==> src/rtl/stream_read_sched.sv <==
// Read-side scheduler for the SRAM-backed stream FIFO: turns a host request for N words
// into SRAM read strobes, pads with zero words when the FIFO runs dry, and drives the host port.
module stream_read_sched #(
    parameter int AW      = 19,
    parameter int LATENCY = 3,
    parameter int CW      = 24
) (
    input  logic          STREAM_CLK,
    input  logic          STREAM_RST_N,
    input  logic          REQ_VALID,
    input  logic [CW-1:0] REQ_WORDS,
    output logic          REQ_READY,
    input  logic          ABORT,
    input  logic [AW-1:0] WR_PTR,
    output logic          RD,
    output logic [AW-1:0] RD_ADDR,
    output logic [AW-1:0] RD_PTR,
    input  logic [15:0]   RD_DATA,
    input  logic          STREAM_READY,
    output logic          STREAM_WRITE_N,
    output logic [15:0]   STREAM_DATA,
    output logic [CW-1:0] REMAIN,
    output logic [AW-1:0] SIZE,
    output logic          BUSY
);

    localparam int DCW = $clog2(LATENCY + 2);

    typedef enum logic [1:0] {
        ST_IDLE,
        ST_WAIT,
        ST_ISSUE,
        ST_DRAIN
    } state_t;

    state_t           state;
    state_t           state_next;
    logic             load_req;
    logic             issue_slot;
    logic             issue_data;
    logic [AW-1:0]    end_ptr;
    logic [DCW-1:0]   drain_cnt;
    logic [LATENCY:0] tag_valid;
    logic [LATENCY:0] tag_pad;

    assign REQ_READY  = (state == ST_IDLE);
    assign BUSY       = (state != ST_IDLE);
    assign issue_data = issue_slot && (RD_PTR != end_ptr);

    always_ff @(posedge STREAM_CLK or negedge STREAM_RST_N) begin
        if (!STREAM_RST_N) begin
            state <= ST_IDLE;
        end else begin
            state <= state_next;
        end
    end

    // ABORT outranks a falling STREAM_READY; the slot that empties REMAIN goes straight to DRAIN.
    always_comb begin
        state_next = state;
        load_req   = 1'b0;
        issue_slot = 1'b0;
        case (state)
            ST_IDLE: begin
                if (REQ_VALID && (REQ_WORDS != '0)) begin
                    load_req   = 1'b1;
                    state_next = ST_WAIT;
                end
            end
            ST_WAIT: begin
                if (ABORT) begin
                    state_next = ST_DRAIN;
                end else if (STREAM_READY) begin
                    state_next = ST_ISSUE;
                end
            end
            ST_ISSUE: begin
                if (ABORT) begin
                    state_next = ST_DRAIN;
                end else if (!STREAM_READY) begin
                    state_next = ST_WAIT;
                end else begin
                    issue_slot = 1'b1;
                    if (REMAIN == CW'(1)) begin
                        state_next = ST_DRAIN;
                    end
                end
            end
            ST_DRAIN: begin
                if (drain_cnt == DCW'(LATENCY)) begin
                    state_next = ST_IDLE;
                end
            end
            default: state_next = ST_IDLE;
        endcase
    end

    always_ff @(posedge STREAM_CLK or negedge STREAM_RST_N) begin
        if (!STREAM_RST_N) begin
            RD             <= 1'b0;
            RD_ADDR        <= '0;
            RD_PTR         <= '0;
            REMAIN         <= '0;
            SIZE           <= '0;
            end_ptr        <= '0;
            drain_cnt      <= '0;
            tag_valid      <= '0;
            tag_pad        <= '0;
            STREAM_WRITE_N <= 1'b1;
            STREAM_DATA    <= 16'h0000;
        end else begin
            SIZE <= WR_PTR - RD_PTR;
            RD   <= issue_data;
            if (issue_data) begin
                RD_ADDR <= RD_PTR;
                RD_PTR  <= RD_PTR + AW'(1);
            end
            // END is frozen at request time so later writes never leak into this transfer.
            if (load_req) begin
                REMAIN  <= REQ_WORDS;
                end_ptr <= WR_PTR;
            end else if (issue_slot) begin
                REMAIN <= REMAIN - CW'(1);
            end
            drain_cnt <= (state == ST_DRAIN) ? drain_cnt + DCW'(1) : '0;
            tag_valid <= {tag_valid[LATENCY-1:0], issue_slot};
            tag_pad   <= {tag_pad[LATENCY-1:0], issue_slot && !issue_data};
            // The last tag stage lines up with the cycle RD_DATA returns from the SRAM.
            STREAM_WRITE_N <= !tag_valid[LATENCY];
            STREAM_DATA    <= (tag_valid[LATENCY] && !tag_pad[LATENCY]) ? RD_DATA : 16'h0000;
        end
    end

endmodule

==> config.mk <==
export PLATFORM = sky130hd
export DESIGN_NAME = stream_read_sched
export DESIGN_NICKNAME = d
export VERILOG_FILES = /design/src/rtl/stream_read_sched.sv
export SDC_FILE = /design/constraint.sdc
export NUM_CORES = 1
export LEC_CHECK = 0
export ABC_AREA = 0
export CORE_MARGIN = 4
export CORE_UTILIZATION = 49
export CTS_CLUSTER_DIAMETER = 40
export DETAILED_ROUTE_END_ITERATION = 6
export GPL_TIMING_DRIVEN = 0
export PLACE_DENSITY = 0.8
export SETUP_SLACK_MARGIN = 0.02
export SYNTH_ARGS = -nofsm -noshare
export SYNTH_HDL_FRONTEND = slang
export SYNTH_SLANG_ARGS = --single-unit
==> constraint.sdc <==
create_clock -name STREAM_CLK -period 2.8 [get_ports STREAM_CLK]
set_input_delay 0.42 -clock STREAM_CLK [delete_from_list [all_inputs] [get_ports STREAM_CLK]]
set_output_delay 0.42 -clock STREAM_CLK [all_outputs]
set_load 0.005 [all_outputs]
## Word-level counts from Yosys, hierarchy flattened

Cells that the tools add are included.

| word-level totals | value |
|---|---|
| logic and storage cells | 55 |
| bits of input ports | 64 |
| bits in registers | 131 |

| operators by class | value |
|---|---|
| equal/unequal tests | 10 |
| add/subtract/negate cells | 4 |
| reductions and logical operators | 12 |
| mux-type cells | 17 |

Operators by type and width:

| operator | count |
|---|---|
| $mux W24 | 2 |
| $eq A24 B1 Y1 const B | 1 |
| $reduce_bool A24 Y1 | 1 |
| $sub A24 B1 Y24 const B | 1 |
| $add A19 B1 Y19 const B | 1 |
| $ne A19 B19 Y1 | 1 |
| $sub A19 B19 Y19 | 1 |
| $mux W16 | 1 |
| $mux W2 | 7 |
| $pmux W2 S4 | 1 |
| $mux W1 | 5 |
| $eq A2 B2 Y1 const B | 2 |
| $logic_and A1 B1 Y1 | 4 |
| $ne A4 B4 Y1 const B | 1 |
| $reduce_and A4 Y1 | 1 |
| $reduce_bool A2 Y1 | 2 |
| $add A3 B1 Y3 const B | 1 |
| $eq A3 B2 Y1 const B | 1 |
| $logic_not A1 Y1 | 3 |
| $mux W3 | 1 |
| $ne A3 B3 Y1 const B | 1 |
| $eq A2 B1 Y1 const B | 1 |
| $logic_not A2 Y1 | 1 |
| $ne A2 B1 Y1 const B | 1 |
| $ne A2 B2 Y1 const B | 1 |

## Logic depth before layout (Yosys ltp)

| logic depth | value |
|---|---|
| depth after elaboration | 6 |
| depth in mapped cells | 11 |
| mapped depth without buffers | 11 |

## Worst setup path after synthesis

No wires, ideal clock.

| timing path | value |
|---|---|
| kind | flip-flop to flip-flop |
| from | register RD_PTR[0] |
| to | register SIZE[18] |
| cell stages (with the launch flop) | 11 |
| path buffers | 0 |
| period minus slack after synthesis | 2.291 ns |
| arrival time | 2.211 ns |
| slack | 0.509 ns |
| setup time | 0.080 ns |
| cells stage by stage | dfrtp_1 -> ha_1 -> inv_1 -> fa_1 -> a211oi_1 -> o21ai_1 -> nand3_2 -> a21oi_2 -> a221o_1 -> a21oi_2 -> xnor2_1 |

| between the ends | value |
|---|---|
| longest elaborated chain between the ends | 1 |

Ends and longest elaborated chain:

| what | line | source |
|---|---|---|
| from (decl) | 17 | `output logic [AW-1:0] RD_PTR,` |
| from (signal assigned) | 116 | `RD_PTR <= RD_PTR + AW'(1);` |
| $sub A19 B19 Y19 | 112 | `SIZE <= WR_PTR - RD_PTR;` |
| to (signal assigned) | 112 |  |
| to (decl) | 23 | `output logic [AW-1:0] SIZE,` |

Every way passes these cells.
A chain may end at the register's enable or synchronous reset.

## Worst setup path in the final report

| timing path | value |
|---|---|
| from | register RD_PTR[1] |
| to | register SIZE[15] |

The elaborated chain is that of the path after synthesis.

==> impl_metrics.json <==
{
  "syn2layout_area_growth_pct": 39.50,
  "end_kind": "flip-flop",
  "hp-class": "input port to asynchronous set/reset pin",
  "first_iter_violations": 537,
  "synthArstFlopShare_pct": 100.0,
  "final_max_slew_viol_count": 0,
  "netlist.area_leader.share_pct": 51.53,
  "synth_seq_area_share_pct": 51.94,
  "worstMarginPinSlew_ns": 0.5900,
  "cts_root_buffer": "clkbuf_16",
  "peakVddDrop_v": 0.0004749,
  "crit_type": "flip-flop to flip-flop",
  "start_kind": "flip-flop",
  "r2r_start": "RD_PTR[1]",
  "min_period_ns": 2.570,
  "relSlewSlack_pct": 60.67,
  "drt-wirelength-per-cell_um": 16.85,
  "antenna_cells": 0,
  "crit_family": "compound AO/OA/AOI/OAI gates",
  "finalCritPeriodShare_pct": 91.78,
  "yosys_warnings": 0,
  "synth.area.top_cells": "dfrtp_1, nand2_1, xnor2_1",
  "rr_worst_depth": 9,
  "dr.pass1.iters": 4,
  "grt_util_all_layers_pct": 23.70,
  "crit_top_cell": "o21ai_1",
  "vias": 5385,
  "cpMaxStageDelayCell": "dfrtp_1",
  "r2r_setup_slack_ns": 0.23,
  "setup_tns_ns": 0,
  "placementRows": 41,
  "drc_errors": 0,
  "crit_cells": 9,
  "clockBufferDepth": 2,
  "multi_input_area_um2": 2801,
  "fin_nets": 895,
  "ys_top_cells_by_count": "dfrtp_1, nand2_1, xnor2_1",
  "netlist_instances": 623,
  "synthesis.nets": 711,
  "post_cts_buffers": 0,
  "max_stage_delay_ns": 0.49,
  "grt-ovfl-total": 0,
  "rsz0062_at_grt": "false",
  "ys_seq_elements": 131,
  "grt_first_pass_wirelength_um": 27530,
  "io_pins": 165,
  "hold_ws_ns": -0.01609,
  "fillers": 1011,
  "finish.instance_area_um2": 8807,
  "setup_viol": 0,
  "path_clk_slew_ns": 0.06,
  "synth_cell_type_count": 68,
  "antenna_found_initial": 0,
  "synth_most_common_cell": "dfrtp_1",
  "path_buf_inv": 1,
  "initial_utilization_pct": 50.03,
  "status": "finished with violations",
  "die_w_um": 121.5,
  "grt_pass1_vias": 5477,
  "place_area_um2": 8199,
  "dieArea_um2": 14760,
  "hold_violations": 8,
  "cts_buffers": 17,
  "synthFlopType": "dfrtp_1",
  "violations": "hold timing",
  "core_um2": 12620,
  "htree_levels": 4,
  "maxCapViolations": 0,
  "syn_avg_cell_area_um2": 10.13,
  "clock_latency_ns": 0.41,
  "cp.required_ns": 3.13,
  "clkSinkCount": 131,
  "crit_chain": "inv_1 > ha_1 > nor2b_1 > o31a_1 > o21ai_1 > a31o_2 > o21ai_1 > o41ai_2 > xnor2_1",
  "hpwl_um": 12720,
  "yosysTopAreaCell": "dfrtp_1",
  "wl_um": 16720,
  "worstPathMaxFanout": 7,
  "regArea_um2": 3281,
  "postRouteAntennaNets": 0,
  "drive_above_1_share_pct": 10.12,
  "fp.dieH_um": 121.5,
  "grt_max_degree": 69,
  "synth_edf_count": 0,
  "power_density_nw_per_um2": 968.8,
  "cts_tree": "built",
  "arrival_ns": 2.90,
  "portBuffers": 164,
  "fin_skew_ns": 0.009299,
  "fmax_mhz": 389.1,
  "finalWeightedCongestion": 0.9196,
  "vias_per_cell": 5.428,
  "fin_util_pct": 69.79,
  "rr_endpoint": "SIZE[15]",
  "p_leak_uw": 0.004006,
  "netlist_area_um2": 6314
}
## layout make-up
class / count / share of cell area [%]
Tap cell: 172 / 2.444
Inverter: 31 / 1.321
Sequential cell: 131 / 37.25
Clock inverter: 14 / 1.847
Buffer: 18 / 1.378
Timing Repair Buffer: 165 / 18.97
Clock buffer: 18 / 4.986
Multi-Input combinational cell: 443 / 31.81
## metrics by stage
step	instances	worst slack (ns)	power [uW]	hold slack (ns)
global placement	959	-3.677	6187	0.3329
global route	992	0.07250	9100	0.02997
finish	992	0.2301	8532	-0.01609
CTS	992	0.02497	8584	0.001385
detailed placement	960	-0.2931	6301	0.3362
floorplan	623	0.5091	4658	0.1244
## power by group
group          leakage, uW  internal, uW  total (uW)  switching (uW)
Sequential         0.00159          2540        3070             532
Combinational      0.00213          1750        3220            1470
Clock             0.000287          1420        2240             822
## flip-flops by register name, summed over array words and instances (netlist names)
| register | count |
|---|---|
| RD | 1 |
| RD_ADDR | 19 |
| RD_PTR | 19 |
| REMAIN | 24 |
| SIZE | 19 |
| STREAM_DATA | 16 |
| STREAM_WRITE_N | 1 |
| drain_cnt | 3 |
| end_ptr | 19 |
| state | 2 |
| tag_pad | 4 |
| tag_valid | 4 |
## cell families (layout without fill, tap and decap cells)
kind of cell	Yosys count	after routing	share of synthesized area [%]
XOR/XNOR	54	54	7.491
multiplexers	2	2	0.3963
AO/OA/AOI/OAI	110	110	11.67
adder cells (fa/ha/maj)	24	24	4.875
flip-flops	131	131	51.94
AND/OR/NAND/NOR	253	253	19.86
buffers and inverters	49	246	3.765
## placed cells by master (no fill, tap or decap), types with 17 or more instances in the layout
cell type / n
clkdlybuf4s50_1: 163
dfrtp_1: 129
xnor2_1: 50
nand2_1: 120
and2_1: 17
inv_1: 29
nor2_1: 25
clkbuf_16: 17
o21ai_0: 33
ha_1: 23
## routing by layer
metal / vias to the layer above / routed length, um / GRT usage (%)
met2: 247 / 8060 / 37.86
met5: - / 0 / 0
met1: 2602 / 7079 / 31.65
met4: 0 / 245 / 7.983
li1: 2510 / - / -
met3: 26 / 1332 / 6.154
## worst max path at each step
| stage | endpoint | slack (ns) | startpoint |
|---|---|---|---|
| 4_1_cts | SIZE[18] | 0.02 | RD_PTR[0] |
| 5_1_grt | SIZE[18] | 0.07 | WR_PTR[0] |
| 6_report | SIZE[15] | 0.23 | RD_PTR[1] |
| 3_3_place_gp | REMAIN[19] | -3.68 | STREAM_RST_N |
| 3_5_place_dp | SIZE[18] | -0.29 | WR_PTR[0] |
| 2_1_floorplan | SIZE[18] | 0.51 | RD_PTR[0] |
## what timing repair did
| action | 4_1_cts | 5_1_grt |
|---|---|---|
| gates resized for setup | 0 | 2 |
| hold buffers | 0 | 0 |
| setup endpoints to repair | 0 | 1 |
Power figures use the tool's default switching activity.
